`config.mk`:
```
export PLATFORM = sky130hd
export DESIGN_NAME = intdiv_iter
export DESIGN_NICKNAME = d
export VERILOG_FILES = /design/src/rtl/intdiv_iter.sv
export SDC_FILE = /design/constraint.sdc
export NUM_CORES = 1
export LEC_CHECK = 0
export CORE_ASPECT_RATIO = 1.1
export CORE_MARGIN = 1.5
export CORE_UTILIZATION = 50
export CTS_CLUSTER_SIZE = 14
export DETAILED_ROUTE_END_ITERATION = 7
export GPL_ROUTABILITY_DRIVEN = 0
export PLACE_DENSITY_LB_ADDON = 0.2
export RECOVER_POWER = 100
export SLEW_MARGIN = 10
export SYNTH_ARGS = -nofsm -noshare
export SYNTH_HDL_FRONTEND = slang
export SYNTH_SLANG_ARGS = --single-unit
export TNS_END_PERCENT = 100
```
`constraint.sdc`:
```
create_clock -name clk_i -period 4.5 [get_ports clk_i]
set_clock_uncertainty 0.15 [all_clocks]
set_input_delay 0.9 -clock clk_i [delete_from_list [all_inputs] [get_ports clk_i]]
set_output_delay 0.9 -clock clk_i [all_outputs]
set_load 0.02 [all_outputs]
```
`src/rtl/intdiv_iter.sv`:
```
// Iterative radix-2^k integer divider for DIV/DIVU/REM/REMU with valid/ready on both sides and flush.
// Optional INTDIV_WORDOP_EN adds word_i for the 32-bit *W operations (XLEN=64 only).
module intdiv_iter #(
  parameter int XLEN         = 64,
  parameter int BITSPERCYCLE = 1
) (
  input  logic            clk_i,
  input  logic            rst_ni,
  input  logic            flush_i,
  input  logic            in_valid_i,
  output logic            in_ready_o,
  input  logic [XLEN-1:0] a_i,
  input  logic [XLEN-1:0] b_i,
  input  logic            signed_i,
  input  logic            rem_i,
`ifdef INTDIV_WORDOP_EN
  input  logic            word_i,
`endif
  output logic            out_valid_o,
  input  logic            out_ready_i,
  output logic [XLEN-1:0] result_o
);
  localparam int NITER = XLEN / BITSPERCYCLE;
  localparam int CW    = $clog2(NITER);
  localparam logic [CW-1:0] LAST = CW'(NITER - 1);

  typedef enum logic [1:0] {IDLE, PREP, ITER, DONE} state_t;
  state_t state_q, state_d;

  logic [XLEN-1:0] a_q, b_q, quo_q, res_q;
  logic [XLEN:0]   rem_q;
  logic [CW-1:0]   cnt_q;
  logic            sgn_q, remsel_q, qneg_q, rneg_q, vld_q, word_q;

  logic            sa, sb, div0, ovf, special, last;
  logic [XLEN-1:0] amag, bmag, min_val, a_in, b_in, fin;
  logic [XLEN:0]   r;
  logic [XLEN-1:0] q;
  logic            accept;

  assign accept = in_valid_i & in_ready_o & ~flush_i;

`ifdef INTDIV_WORDOP_EN
  // *W ops are handled as 64-bit ops on extended operands; only the iteration count and the final sign-extension differ.
  assign a_in    = word_i ? (signed_i ? {{(XLEN-32){a_i[31]}}, a_i[31:0]} : {{(XLEN-32){1'b0}}, a_i[31:0]}) : a_i;
  assign b_in    = word_i ? (signed_i ? {{(XLEN-32){b_i[31]}}, b_i[31:0]} : {{(XLEN-32){1'b0}}, b_i[31:0]}) : b_i;
  assign min_val = word_q ? ~XLEN'(32'h7FFF_FFFF) : {1'b1, {(XLEN-1){1'b0}}};
  assign last    = word_q ? (cnt_q == CW'(32 / BITSPERCYCLE - 1)) : (cnt_q == LAST);
`else
  assign a_in    = a_i;
  assign b_in    = b_i;
  assign min_val = {1'b1, {(XLEN-1){1'b0}}};
  assign last    = (cnt_q == LAST);
  assign word_q  = 1'b0;
`endif

  assign sa      = sgn_q & a_q[XLEN-1];
  assign sb      = sgn_q & b_q[XLEN-1];
  assign amag    = sa ? -a_q : a_q;
  assign bmag    = sb ? -b_q : b_q;
  assign div0    = (b_q == '0);
  assign ovf     = sgn_q & (a_q == min_val) & (b_q == '1);
  assign special = div0 | ovf;

  // BITSPERCYCLE chained restoring steps; r stays below b so its MSB is always zero before the shift.
  always_comb begin
    r = rem_q;
    q = quo_q;
    for (int i = 0; i < BITSPERCYCLE; i++) begin
      r = {r[XLEN-1:0], q[XLEN-1]};
      q = {q[XLEN-2:0], 1'b0};
      if (r >= {1'b0, b_q}) begin
        r    = r - {1'b0, b_q};
        q[0] = 1'b1;
      end
    end
  end

  always_comb begin
    fin = remsel_q ? rem_q[XLEN-1:0] : quo_q;
    if (remsel_q ? rneg_q : qneg_q) fin = -fin;
`ifdef INTDIV_WORDOP_EN
    if (word_q) fin = {{(XLEN-32){fin[31]}}, fin[31:0]};
`endif
  end

  always_ff @(posedge clk_i or negedge rst_ni) begin
    if (!rst_ni) state_q <= IDLE;
    else         state_q <= state_d;
  end

  always_comb begin
    state_d    = state_q;
    in_ready_o = (state_q == IDLE);
    case (state_q)
      IDLE: if (accept)                state_d = PREP;
      PREP: state_d = special ? DONE : ITER;
      ITER: if (last)                  state_d = DONE;
      DONE: if (vld_q && out_ready_i)  state_d = IDLE;
      default:                         state_d = IDLE;
    endcase
    if (flush_i) state_d = IDLE;
  end

  always_ff @(posedge clk_i or negedge rst_ni) begin
    if (!rst_ni) begin
      a_q <= '0; b_q <= '0; quo_q <= '0; rem_q <= '0; res_q <= '0; cnt_q <= '0;
      sgn_q <= 1'b0; remsel_q <= 1'b0; qneg_q <= 1'b0; rneg_q <= 1'b0; vld_q <= 1'b0;
    end else if (flush_i) begin
      vld_q <= 1'b0;
    end else begin
      case (state_q)
        IDLE: if (accept) begin
          a_q <= a_in; b_q <= b_in; sgn_q <= signed_i; remsel_q <= rem_i;
        end
        PREP: begin
          // Special results are preloaded as already-signed values so DONE needs no extra case.
          cnt_q  <= '0;
          qneg_q <= 1'b0;
          rneg_q <= 1'b0;
          if (div0) begin
            quo_q <= '1;  rem_q <= {1'b0, a_q};
          end else if (ovf) begin
            quo_q <= a_q; rem_q <= '0;
          end else begin
            quo_q  <= word_q ? (amag << 32) : amag;
            rem_q  <= '0;
            b_q    <= bmag;
            qneg_q <= sa ^ sb;
            rneg_q <= sa;
          end
        end
        ITER: begin
          quo_q <= q;
          rem_q <= r;
          cnt_q <= cnt_q + 1'b1;
        end
        DONE: begin
          if (!vld_q) begin
            res_q <= fin;
            vld_q <= 1'b1;
          end else if (out_ready_i) begin
            vld_q <= 1'b0;
          end
        end
        default: ;
      endcase
    end
  end

`ifdef INTDIV_WORDOP_EN
  always_ff @(posedge clk_i or negedge rst_ni) begin
    if (!rst_ni)                          word_q <= 1'b0;
    else if (!flush_i && state_q == IDLE && accept) word_q <= word_i;
  end
`endif

  assign out_valid_o = vld_q;
  assign result_o    = res_q;

`ifndef SYNTHESIS
  always @(posedge clk_i) begin
    assert (BITSPERCYCLE == 1 || BITSPERCYCLE == 2 || BITSPERCYCLE == 4)
      else $error("intdiv_iter: BITSPERCYCLE must be 1, 2 or 4");
    assert (XLEN == 32 || XLEN == 64)
      else $error("intdiv_iter: XLEN must be 32 or 64");
`ifdef INTDIV_WORDOP_EN
    assert (XLEN == 64) else $error("intdiv_iter: word ops need XLEN=64");
`endif
  end
`endif
endmodule

```
# Word-level counts from Yosys, hierarchy flattened
# Cells that the tools add are included.
[word_totals] reg_bits=333 input_bits=135 out_inout_bits=66 word_cells=84
[classes] addsub=5 order_cmp=1 eq_ne=13 mux=31 n_bitwise=10 reduce_logical=12
[op_table] op="2-to-1 mux 64 bit" count=11
[op_table] op="one-hot mux 64 bit (2 select lines)" count=3
[op_table] op="negation 64 bit" count=3
[op_table] op="== test 64 bit (second input constant)" count=2
[op_table] op="greater-or-equal comparator 65 x 64 -> 1 bit" count=1
[op_table] op="zero test 64 bit" count=1
[op_table] op="subtractor 64 bit" count=1
[op_table] op="one-hot mux 6 bit (2 select lines)" count=1
[op_table] op="2-to-1 mux 1 bit" count=11
[op_table] op="AND reduction 3 bit" count=3
[op_table] op="2-to-1 mux 2 bit" count=4
[op_table] op="one-hot mux 2 bit (4 select lines)" count=1
[op_table] op="adder 6 x 1 -> 6 bit (second input constant)" count=1
[op_table] op="bitwise AND 1 bit" count=6
[op_table] op="== test 6 bit (second input constant)" count=1
[op_table] op="!= test 2 bit (second input constant)" count=3
[op_table] op="!= test 3 bit (second input constant)" count=2
[op_table] op="AND reduction 6 bit" count=1
[op_table] op="nonzero test 2 bit" count=3
[op_table] op="== test 2 bit (second input constant)" count=2
[op_table] op="AND reduction 2 bit" count=2
[op_table] op="!= test 3 x 2 -> 1 bit (second input constant)" count=1
[op_table] op="== test 2 x 1 -> 1 bit (second input constant)" count=1
[op_table] op="zero test 2 bit" count=1
[op_table] op="other kinds (5)" count=6

# Depth between registers and ports, before layout
[depth] word_depth=7 depth_mapped=18 ltp_nobuf=13

# Least setup slack after synthesis
# OpenSTA, ideal clock, no wires.
[synth_timing] path_kind="register -> register" start="reg remsel_q" end="reg res_q[60] (netlist: result_o[60])" setup_ns=0.083 arrival_ns=4.470 t_required_ns=4.267 setup_slack_ns=-0.202 path_stages_with_launch=19 path_cell_list="dfrtp_1 > buf_2 > buf_6 > clkbuf_1 > buf_2 > buf_2 > buf_2 > buf_2 > mux2i_1 > ha_1 > o2111ai_1 > nor4_1 > nand4bb_1 > nor4_1 > nor3b_1 > and3_1 > a21oi_1 > xor2_1 > o21ai_0"
[synth_via] elab_chain_cells=3
[synth_lines] item="start: declaration" line="33" source="logic sgn_q, remsel_q, qneg_q, rneg_q, vld_q, word_q;"
[synth_lines] item="start signal: assignment" line="114" source="a_q <= a_in; b_q <= b_in; sgn_q <= signed_i; remsel_q <= rem_i;"
[synth_lines] item="2-to-1 mux 64 bit" line="80" source="fin = remsel_q ? rem_q[XLEN-1:0] : quo_q;"
[synth_lines] item="negation 64 bit" line="81" source="if (remsel_q ? rneg_q : qneg_q) fin = -fin;"
[synth_lines] item="2-to-1 mux 64 bit *" line="81"
[synth_lines] item="end signal: assignment" line="140" source="res_q <= fin;"
[synth_lines] item="end: declaration" line="30" source="logic [XLEN-1:0] a_q, b_q, quo_q, res_q;"
# Every way passes the cells marked *; elsewhere a longest branch is shown, timed or not.
# A chain may end at the register's enable or synchronous reset.

# Worst setup path in the final report
[layout_timing] start="reg b_q[8]" end="reg rem_q[55]"
[layout_via] elab_chain_cells=3
[layout_lines] item="start: declaration" line="30"
[layout_lines] item="start signal: assignment" line="114"
[layout_lines] item="start signal: assignment" line="128" source="b_q <= bmag;"
[layout_lines] item="subtractor 64 bit (tied with other cells)" line="73" source="r = r - {1'b0, b_q};"
[layout_lines] item="2-to-1 mux 64 bit (on tied branches)" line="72, 121"
[layout_lines] item="one-hot mux 64 bit (2 select lines) *" line="112" source="case (state_q)"
[layout_lines] item="end signal: assignment" line="135" source="rem_q <= r;"
[layout_lines] item="end: declaration" line="31" source="logic [XLEN:0] rem_q;"
# Marks and branches as above.

==> results by group <==
Run status
  – Status: finished, violations left
  – Violated checks: max-capacitance violations, max-slew violations

Timing
  – Setup ws final: 0.0375 ns
  – Rel. slew slack: -34.7%
  – RSZ-0062 raised after global routing: no
  – Slew Viols, Final: 290
  – Fin Hold WS: approximately 0.33 ns
  – Max Clk Rate: approximately 220 MHz
  – Tmin final: 4.46 ns
  – Final setup violation count: 0
  – Worst-Margin Slew: 2.02 ns
  – Final hold violation count: 0
  – Crit share post-route: between 90 and 100%
  – Setup TNS: 0 ns

Synth
  – Synth area leader: dfrtp_1
  – Synth async-reset ratio: 100%
  – Syn_area_per_cell: 8.04 um^2
  – Mapped cell area: 24000 um^2
  – Ranking of synthesized cells by area: dfrtp_1 35%, a21oi_1 8.1%, o21ai_0 6.0%
  – Synth warnings: 0
  – Primary FF master, synth: dfrtp_1
  – Most frequent cells after synthesis: 387 x a21oi_1, 366 x nand2_1, 333 x dfrtp_1, 287 x o21ai_0, 187 x nor2_1
  – Synth Instances: 2990
  – Top cell type's share of synthesized area: about a third
  – Synth cell types: 83
  – Sequential area share after synthesis: 34.7%
  – Count leader, synth: a21oi_1
  – Yosys reg bits: 333
  – Net count after synthesis: 3200
  – Post-synth EDFFs: 0

Power and ir drop
  – Leakage power: around 0.012 uW
  – Comb power frac: 59.0%
  – PwrDens: 884 nW/um^2
  – Int Pwr: 12200 uW
  – Clk network pwr share: 14.4%
  – Maximum vdd drop: around 0.46 mV
  – P_sw: roughly 13000 uW
  – Sw Ratio: 51.0%
  – Reg power frac: 26.7%

Placement
  – HPWL after DPL: 63400 um
  – Pre-CTS WS: 0.271 ns
  – I/O Buffers: 200
  – Placed cell areas: 26900 um^2

Clock network
  – Clock sinks: between 300 and 400
  – H-tree lvl count: 2
  – TritonCTS clock tree: done
  – Clk buf depth: 3
  – Cts bufs inserted: 40
  – Root Driver: clkbuf_16
  – Hold Buf Count CTS: 0
  – Insertion delay to the later sink of the worst-skew pair: 0.61 ns
  – Reg clk slew, reported paths: 0.06 ns

GRT
  – GR Overflow Total: 0
  – Initial antenna violation count: 0
  – First-pass GRT wire length: 132000 um
  – Pin count of the biggest net entering global routing: between 100 and 150
  – Vias in the first global route: between 20000 and 25000
  – Total Routing Usage GR: 34.6%

Worst hold path
  – Hold Crit Class: reg -> reg

Layout
  – Share of cells above drive strength 1: 8.46%
  – Final core occ: 59.2%
  – Area grow syn2layout: 17.2%
  – Total Nets Final: between 3000 and 4000
  – ANT cells: 0
  – Post-route cell area: 28200 um^2

Drt
  – Vias: between 20000 and 25000
  – Drt total wl: 85800 um
  – DRT Pass-1 Iters: 8
  – Drt via density: 6.44
  – Drt drc: 0
  – ANT nets after route: 0
  – Iter 0 DRT Violations: roughly 2800
  – WL per Instance: about 23 um

Die
  – Full die area: 49400 um^2
  – Placeable Area: 47600 um^2
  – Initial cell density of the core: 50.5%
  – # rows: 84
  – I/O pin count: 201
  – Die width: 212 um
  – Die boundary height: between 200 and 250 um

Worst setup path
  – Critical Setup Path Class: reg -> reg
  – Maximum net fanout on the critical path: 6
  – Setup crit end kind: flop
  – Startpoint Class: flop
  – CP arrival: 4.77 ns
  – Crit path required time: 4.80 ns

Job
  – Maxcap violations: 4
==> state kept, by name, summed over array words and instances (netlist names) <==
register     cells
b_q             64
sgn_q            1
a_q             64
qneg_q           1
state_q          2
rneg_q           1
cnt_q            6
out_valid_o      1
quo_q           64
result_o        64
rem_q           64
remsel_q         1
==> per-stage QoR <==
stage | power, uW | cells
2_1_floorplan | 16000 | 2990
3_3_place_gp | 20700 | 3734
3_5_place_dp | 21000 | 3734
4_1_cts | 24700 | 3801
5_1_grt | 26400 | 3802
6_report | 24900 | 3802
==> critical path, stage by stage, from the launching register on <==
cell and delay, ns:
dfrtp_1 0.50, inv_1 0.16, ha_1 0.43, nand4_1 0.18
or3_1 0.38, a21oi_1 0.22, o21ai_0 0.26, a2111oi_0 1.06
nor2_1 0.29, a21oi_1 0.35, o21ai_0 0.12, o311ai_0 0.12
a21oi_1 0.12
==> cell families after synthesis <==
kind of cell               Yosys count  share of synthesized area (%)
xor gates and xnor gates           178                           6.49
muxes                              146                           6.48
AOI/OAI and AO/OA                  971                           23.4
DFF                                333                           34.7
and+or+nand+nor                   1000                           20.2
buffers and inverters              287                           4.82
adders and majority gates           75                           3.93
==> timing repair <==
| action | CTS | global route |
|---|---|---|
| resized for setup | 0 | 3 |
| setup endpoints to repair | 0 | 8 |
| buffers inserted | 0 | 0 |
==> layout make-up <==
| type | instances | area, um^2 |
|---|---|---|
| Timing Repair Buffer | 289 | 2670 |
| Clock inverter | 15 | 293 |
| Inverter | 98 | 368 |
| Clock buffer | 52 | 1120 |
| Tap cell | 645 | 807 |
| Sequential cell | 333 | 8340 |
| Fill cell | 4251 | 19400 |
| Multi-Input combinational cell | 2370 | 14600 |
==> cell usage in the layout (no fill, tap or decap), drive strengths merged, types with 46 or more instances in the layout <==
cell / count
a21oi: 387
buf: 67
clkbuf: 75
clkdlybuf4s50: 132
dfrtp: 333
dlygate4sd3: 67
ha: 74
inv: 99
mux2: 77
mux2i: 69
nand2: 367
nand3: 76
nand4: 56
nor2: 189
nor3: 67
o21ai: 293
o22ai: 46
or3: 70
xnor2: 95
xor2: 83
==> layer usage <==
layer  part of all wire (%)  up-vias  GRT usage [%]
li1                       -    11100              -
met1                     37    11700           42.1
met2                     46     1341           55.7
met3                    8.4      384           6.37
met4                    8.2        0           24.0
met5                      0        -              0
==> final timing paths <==
path | end | cells after the start | startpoint | slack (ns)
max in group asynchronous | state_q[0] | 2 | rst_ni | 0.82
min in group asynchronous | result_o[9] | 1 | rst_ni | 0.72
max reg2reg | rem_q[55] | 12 | b_q[8] | 0.04
min reg2reg | result_o[11] | 2 | result_o[11] | 0.33
max | rem_q[55] | 12 | b_q[8] | 0.04
min | result_o[11] | 2 | result_o[11] | 0.33
==> power by group through the flow <==
| stage | Clock [uW] | Sequential (uW) | Combinational (uW) |
|---|---|---|---|
| after global placement | 0 | 6530 | 14200 |
| after CTS | 3610 | 6550 | 14500 |
| after detailed placement | 0 | 6580 | 14500 |
| after floorplan | 0 | 5950 | 10100 |
| after global routing | 3720 | 6760 | 15900 |
| final | 3580 | 6650 | 14700 |
Power figures use the tool's default switching activity.
